`src/rtl/ex_stage_if.sv`:
```
// Decode-to-execute bundle: decoded instruction in, registered result and stall out.
// master = upstream (decode / testbench), slave = ex_stage.
interface ex_stage_if #(
    parameter int N = 32
);
    logic         valid_in;
    logic [2:0]   op;
    logic [1:0]   func;
    logic [4:0]   rw;
    logic [N-1:0] rda;
    logic [N-1:0] rdb;
    logic [N-1:0] extended;
    logic         stall;
    logic         valid_out;
    logic [N-1:0] result;
    logic [4:0]   rw_out;
    logic [2:0]   op_out;

    modport master (
        output valid_in, op, func, rw, rda, rdb, extended,
        input  stall, valid_out, result, rw_out, op_out
    );

    modport slave (
        input  valid_in, op, func, rw, rda, rdb, extended,
        output stall, valid_out, result, rw_out, op_out
    );
endinterface

```
`src/rtl/ex_stage.sv`:
```
// Execute stage of the RSA ASIP: single-cycle add/sub/address ops and iterative
// shift-add multiply / restoring modulo that stall upstream while in flight.
module ex_stage #(
    parameter int N = 32
) (
    input  logic        clk,
    input  logic        reset,
    ex_stage_if.slave   bus
);
    localparam int CW = (N > 1) ? $clog2(N) : 1;

    typedef enum logic [1:0] {
        S_IDLE = 2'd0,
        S_BUSY = 2'd1,
        S_DONE = 2'd2
    } state_t;

    state_t        state_q, state_d;
    logic [CW-1:0] cnt_q, cnt_d;
    logic          is_mod_q, is_mod_d;
    logic [N-1:0]  acc_q, acc_d;
    logic [N-1:0]  opa_q, opa_d;
    logic [N-1:0]  opb_q, opb_d;
    logic [4:0]    rw_lat_q, rw_lat_d;
    logic [2:0]    op_lat_q, op_lat_d;
    logic          valid_out_q, valid_out_d;
    logic [N-1:0]  result_q, result_d;
    logic [4:0]    rw_out_q, rw_out_d;
    logic [2:0]    op_out_q, op_out_d;

    logic          alu_form_s;
    logic          multi_s;
    logic [N-1:0]  b_sel_s;
    logic [N-1:0]  single_res_s;
    logic [N-1:0]  mul_acc_s;
    logic [N:0]    rem_sh_s;
    logic [N:0]    rem_diff_s;
    logic          rem_ge_s;
    logic [N-1:0]  rem_next_s;
    logic [N-1:0]  step_acc_s;
    logic [N-1:0]  step_opb_s;

    assign alu_form_s = (bus.op == 3'b000) || (bus.op == 3'b001);
    assign multi_s    = alu_form_s && bus.func[1];
    assign b_sel_s    = (bus.op == 3'b001) ? bus.extended : bus.rdb;

    // Single-cycle result selection
    always_comb begin
        single_res_s = bus.rda + bus.extended;
        if (alu_form_s) begin
            case (bus.func)
                2'b00:   single_res_s = bus.rda + b_sel_s;
                2'b01:   single_res_s = bus.rda - b_sel_s;
                default: single_res_s = bus.rda + bus.extended;
            endcase
        end else begin
            single_res_s = bus.rda + bus.extended;
        end
    end

    // Multiply: opa is the left-shifting multiplicand, opb the right-shifting multiplier.
    assign mul_acc_s  = opb_q[0] ? (acc_q + opa_q) : acc_q;
    // Modulo: opa shifts dividend bits into the partial remainder; opb holds the divisor.
    // A zero divisor always "fits", so the remainder simply becomes the dividend.
    assign rem_sh_s   = {acc_q, opa_q[N-1]};
    assign rem_diff_s = rem_sh_s - {1'b0, opb_q};
    assign rem_ge_s   = (rem_sh_s >= {1'b0, opb_q});
    assign rem_next_s = rem_ge_s ? rem_diff_s[N-1:0] : rem_sh_s[N-1:0];

    assign step_acc_s = is_mod_q ? rem_next_s : mul_acc_s;
    assign step_opb_s = is_mod_q ? opb_q : (opb_q >> 1);

    // Next-state and output register logic
    always_comb begin
        state_d     = state_q;
        cnt_d       = cnt_q;
        is_mod_d    = is_mod_q;
        acc_d       = acc_q;
        opa_d       = opa_q;
        opb_d       = opb_q;
        rw_lat_d    = rw_lat_q;
        op_lat_d    = op_lat_q;
        valid_out_d = 1'b0;
        result_d    = result_q;
        rw_out_d    = rw_out_q;
        op_out_d    = op_out_q;

        case (state_q)
            S_IDLE, S_DONE: begin
                if (bus.valid_in) begin
                    if (multi_s) begin
                        opa_d    = bus.rda;
                        opb_d    = b_sel_s;
                        acc_d    = '0;
                        cnt_d    = '0;
                        is_mod_d = bus.func[0];
                        rw_lat_d = bus.rw;
                        op_lat_d = bus.op;
                        state_d  = S_BUSY;
                    end else begin
                        result_d    = single_res_s;
                        rw_out_d    = bus.rw;
                        op_out_d    = bus.op;
                        valid_out_d = 1'b1;
                        state_d     = S_IDLE;
                    end
                end else begin
                    state_d = S_IDLE;
                end
            end
            S_BUSY: begin
                acc_d = step_acc_s;
                opa_d = opa_q << 1;
                opb_d = step_opb_s;
                if (cnt_q == CW'(N - 1)) begin
                    result_d    = step_acc_s;
                    rw_out_d    = rw_lat_q;
                    op_out_d    = op_lat_q;
                    valid_out_d = 1'b1;
                    cnt_d       = '0;
                    state_d     = S_DONE;
                end else begin
                    cnt_d = cnt_q + CW'(1);
                end
            end
            default: begin
                state_d = S_IDLE;
                cnt_d   = '0;
            end
        endcase
    end

    // State and datapath registers
    always_ff @(posedge clk) begin
        if (reset) begin
            state_q     <= S_IDLE;
            cnt_q       <= '0;
            is_mod_q    <= 1'b0;
            acc_q       <= '0;
            opa_q       <= '0;
            opb_q       <= '0;
            rw_lat_q    <= 5'd0;
            op_lat_q    <= 3'd0;
            valid_out_q <= 1'b0;
            result_q    <= '0;
            rw_out_q    <= 5'd0;
            op_out_q    <= 3'd0;
        end else begin
            state_q     <= state_d;
            cnt_q       <= cnt_d;
            is_mod_q    <= is_mod_d;
            acc_q       <= acc_d;
            opa_q       <= opa_d;
            opb_q       <= opb_d;
            rw_lat_q    <= rw_lat_d;
            op_lat_q    <= op_lat_d;
            valid_out_q <= valid_out_d;
            result_q    <= result_d;
            rw_out_q    <= rw_out_d;
            op_out_q    <= op_out_d;
        end
    end

    assign bus.stall     = (state_q == S_BUSY);
    assign bus.valid_out = valid_out_q;
    assign bus.result    = result_q;
    assign bus.rw_out    = rw_out_q;
    assign bus.op_out    = op_out_q;
endmodule

```
`src/flat_wrapper.sv`:
```
// flat-port wrapper written by rule: the top's interface ports become plain ports
module ex_stage_flat 
#(
    parameter int N = 32
)
  (clk, reset, bus_valid_in, bus_op, bus_func, bus_rw, bus_rda, bus_rdb, bus_extended, bus_stall, bus_valid_out, bus_result, bus_rw_out, bus_op_out);
  ex_stage_if #(.N(N)) bus_i ();
  input  logic clk;
  input  logic reset;
  input wire logic [$bits(bus_i.valid_in)-1:0] bus_valid_in;
  input wire logic [$bits(bus_i.op)-1:0] bus_op;
  input wire logic [$bits(bus_i.func)-1:0] bus_func;
  input wire logic [$bits(bus_i.rw)-1:0] bus_rw;
  input wire logic [$bits(bus_i.rda)-1:0] bus_rda;
  input wire logic [$bits(bus_i.rdb)-1:0] bus_rdb;
  input wire logic [$bits(bus_i.extended)-1:0] bus_extended;
  output wire logic [$bits(bus_i.stall)-1:0] bus_stall;
  output wire logic [$bits(bus_i.valid_out)-1:0] bus_valid_out;
  output wire logic [$bits(bus_i.result)-1:0] bus_result;
  output wire logic [$bits(bus_i.rw_out)-1:0] bus_rw_out;
  output wire logic [$bits(bus_i.op_out)-1:0] bus_op_out;
  assign bus_i.valid_in = bus_valid_in;
  assign bus_i.op = bus_op;
  assign bus_i.func = bus_func;
  assign bus_i.rw = bus_rw;
  assign bus_i.rda = bus_rda;
  assign bus_i.rdb = bus_rdb;
  assign bus_i.extended = bus_extended;
  assign bus_stall = bus_i.stall;
  assign bus_valid_out = bus_i.valid_out;
  assign bus_result = bus_i.result;
  assign bus_rw_out = bus_i.rw_out;
  assign bus_op_out = bus_i.op_out;
  ex_stage #(.N(N)) u_core (.clk(clk), .reset(reset), .bus(bus_i));
endmodule
```
`config.mk`:
```
export PLATFORM = sky130hd
export DESIGN_NAME = ex_stage_flat
export DESIGN_NICKNAME = d
export VERILOG_FILES = /design/src/rtl/ex_stage_if.sv /design/src/rtl/ex_stage.sv /design/src/flat_wrapper.sv
export SDC_FILE = /design/constraint.sdc
export NUM_CORES = 1
export LEC_CHECK = 0
export BUFFER_PORTS_ARGS = -buffer_cell sky130_fd_sc_hd__buf_2
export CAP_MARGIN = 20
export CORE_MARGIN = 2
export CORE_UTILIZATION = 25
export CTS_BUF_LIST = sky130_fd_sc_hd__clkbuf_16
export CTS_CLUSTER_DIAMETER = 60
export DETAILED_ROUTE_END_ITERATION = 6
export PLACE_DENSITY = 0.46
export SKIP_LAST_GASP = 1
export SLEW_MARGIN = 0
export SYNTH_ARGS = -nofsm -noshare
export SYNTH_HDL_FRONTEND = slang
export SYNTH_SLANG_ARGS = --single-unit
```
`constraint.sdc`:
```
create_clock -name clk -period 5.01 [get_ports clk]
set_clock_uncertainty 0.1 [all_clocks]
set_input_delay 0.2505 -clock clk [delete_from_list [all_inputs] [get_ports clk]]
set_output_delay 0.2505 -clock clk [all_outputs]
set_load 0.1 [all_outputs]
```
==> run summary <==
The run finished with clean final reports. After detailed routing, the number of remaining DRC violations is 0. The number of enable-type register cells in the synthesized netlist is 0. The critical path is of the input pin to register type. The floorplan step defined a die boundary enclosing 62800 um2. The root buffer cell is clkbuf_16. The analysis attributes to cell leakage a power of 7.44 nW. For this design the ratio of total power to cell area is 262 nW/um2. The count of final setup violators is 0.

The largest net degree at the start of global routing is 151. The minimum setup slack in the final design is 0.169 ns. The required time at the endpoint of the critical path came out at 5.23 ns.

The clock transition at the register clock pins on the worst setup and hold paths after CTS is 0.07 ns. The clock passes through at most 2 buffers. The max-slew headroom at the worst pin came out at 34.7%. The worst hold path belongs to the class input pin to register. The detailed placement HPWL came out at 50400 um.

The first TritonRoute pass finished after 6 iterations. The total of warnings raised by yosys came out at 0. The global-route wire length before repair is 95100 um. STA classifies the critical path startpoint as an input pin.

The share of power burned in registers came out at 28.5%. The global placer's final weighted congestion came out at 0.917. The region available for standard cell placement spans 60200 um2. In the post-synthesis netlist, the biggest area contributors are dfxtp_1 20%, ha_1 10%, a21oi_1 6.9%. Data on the critical path arrives at its endpoint at 5.06 ns. The total power draw is 4.68 mW. Clock latency on the worst-skew pair, taken at its later pin, is 0.45 ns. The share of synthesized flip-flops with an asynchronous set or reset is 0%. The internal power of the cells totals 2.69 mW.

The synthesis-to-finish area growth came out at 17.4%. The area share of the leading cell type in the synthesized netlist came out at 20.1%. The cell type with the largest total area after synthesis is dfxtp_1. The worst vdd rail ir drop came out at 0.170 mV. The post-placement worst setup slack came out at 0.0301 ns. The die is 251 um wide.

The share of power burned in the clock network came out at 28.6%. The number of different library cells in the post-synthesis netlist is 78. The share of layout cells above drive strength 1 is 13.3%. The number of nets in the layout is 2452. The via count of the first global-routing pass is 15600. The number of antenna violations at the first check in global routing came to 1.

At the pin with the least slew margin, the transition time is 0.967 ns. The total of max-cap violations came out at 0. The number of nets with antenna violations after routing came out at 0. TritonCTS built the clock tree. The number of ports placed on the die boundary is 151. The initial core utilization came out at 25.2%. Summed over all layers, the routed wires come to 63800 um. In the finished design, the share of the clock period the worst path needs comes to 96.6%. The detail-routed net length per standard cell is 21.2 um. The number of levels the H-tree was split into is 4. The leftover overflow at the end of global routing came out at 0.

In this run, synthesis produced a sequential element count of 153. The number of buffers inserted by port buffering is 150. The number of CTS-inserted buffers came out at 17. The final route contains 16600 vias. The synthesized area per cell is 7.31 um2. Subtracting the final worst setup slack from the clock period gives 4.84 ns. The number of pins exceeding their max-slew limit in the final report came out at 0. The switching power share of the total came out at 42.4%. In the synthesized netlist the dominant register cell turns out to be dfxtp_1. The post-synthesis cell count came out at 2081. Combinational logic burns 42.8% of the power. The number of nets in the synthesized netlist came out at 2321. In this run the power spent charging and discharging nets is 1.99 mW.

The worst setup path is captured at a register. The number of clock sinks came out at 153. Summing every instance area after synthesis gives 15200 um2.

The placement row count is 90. Global routing consumed, over all layers together, 19.6% of the routing resources. The maximum achievable frequency is 207 MHz.

In this run the worst path has a maximum fanout of 8. The fraction of the core area covered by cells at the end of the flow came out at 29.6%. The via density per instance is 5.52.

The number of hold violations in the final report was 0. Measured along the y axis, the die boundary spans 251 um. The starting DRC count in detailed routing is 1289. The fraction of the yosys area taken by sequential cells came out at 20.1%. The number of diodes added for antenna fixing is 0.
[sequential cells by signal (all words and copies together), names as in the netlist, 5 cells and up]
register           count
u_core.acc_q          32
u_core.bus.result     32
u_core.opa_q          32
u_core.opb_q          32
u_core.bus.rw_out      5
u_core.cnt_q           5
u_core.rw_lat_q        5
[cells in the final DEF, fill, tap and decap left out, drive strengths merged, types with 48 or more instances in the layout]
cell type  Yosys  routed
nand2        218     218
a21o          53      53
buf           19     214
nor3          52      52
a311oi        48      48
mux2i         52      52
nor2         233     233
xor2          53      53
xnor2         54      54
o21ai        101     101
a211oi        83      83
dfxtp        153     153
a21oi        212     212
ha           127     127
inv           83      88
[cells by family after synthesis]
logic type / after synthesis / share of synthesized area, %
and+or+nand+nor: 698 / 21.1
xor gates and xnor gates: 107 / 6.16
buffers and inverters: 199 / 5.06
AOI/OAI and AO/OA: 736 / 32.7
DFF: 153 / 20.1
muxes: 57 / 3.87
adders and majority gates: 131 / 11.0
[synthesized netlist by cell type (all sizes together) (10+ instances only)]
cell	n
nand4	22
buf	19
nor2	233
nand2	218
a311oi	48
o31ai	14
o21ai	101
a21boi	10
or3	19
xor2	53
a21oi	212
o21a	27
o311ai	10
a211oi	83
nand2b	13
mux2i	52
a22oi	12
and3	29
o21bai	12
nor2b	18
inv	83
nor3b	12
a21o	53
o211ai	29
xnor2	54
dfxtp	153
clkbuf	95
a31oi	26
ha	127
nand3	34
nor3	52
[power groups by stage]
stage,Combinational [mW],Sequential (mW),Clock (mW)
floorplan,1.14,1.59,0
CTS,1.97,1.34,1.36
finish,2.01,1.34,1.34
global route,2.16,1.34,1.40
detailed placement,1.95,1.36,0
global placement,1.96,1.36,0
[critical path: stages]
cell	delay [ns]
dlygate4sd3_1	0.53
buf_2	0.14
nor3b_4	0.29
buf_4	0.21
clkbuf_16	0.15
buf_4	0.11
mux2i_1	0.23
nand4b_1	0.16
buf_4	0.17
a2111oi_4	0.26
and3b_2	0.31
and3_4	0.20
nor2_1	0.05
xor2_1	0.14
ha_1	0.41
or3_1	0.38
o211ai_1	0.12
o21ai_0	0.18
o31ai_1	0.33
mux2i_1	0.12
a211oi_1	0.20
a31oi_1	0.11
[worst paths after layout]
kind,end,cells past startpoint,slack [ns],from
hold reg to reg,u_core.rw_lat_q[2],2,0.36,u_core.rw_lat_q[2]
setup / recovery,u_core.bus.result[31],22,0.17,bus_op[0]
setup reg to reg,u_core.bus.result[8],12,0.69,u_core.opb_q[20]
hold / removal,u_core.opa_q[3],3,0.02,bus_rda[3]
[metal layers]
layer,up-vias,track usage (%),wire length [um]
li1,8046,-,-
met2,500,32.2,29200
met4,2,4.79,1230
met3,58,1.50,2870
met5,-,0,8
met1,7998,27.6,30500
[layout make-up]
type | count | area [um2]
Clock buffer | 17 | 425
Clock inverter | 14 | 165
Fill cell | 6548 | 42400
Inverter | 85 | 319
Multi-Input combinational cell | 1729 | 11500
Sequential cell | 153 | 3060
Tap cell | 782 | 978
Timing Repair Buffer | 226 | 1420
[metrics by stage]
stage                     instance area, um2  hold slack (ns)  instances  setup TNS (ns)
final                                  17900           0.0199       3006               0
after global routing                   17900           0.0224       3006         -0.0596
after CTS                              17600          0.00510       2992               0
after detailed placement               17000            0.351       2952               0
after global placement                 17000            0.340       2952               0
after floorplan                        15200            0.286       2081               0
[what timing repair did]
item	CTS	global route
hold endpoints to repair	15	0
resized for setup	0	22
endpoints found under the setup margin	0	8
hold buffers	9	0
buffers inserted	0	11
Note: power is estimated with default switching activity, not from simulation.
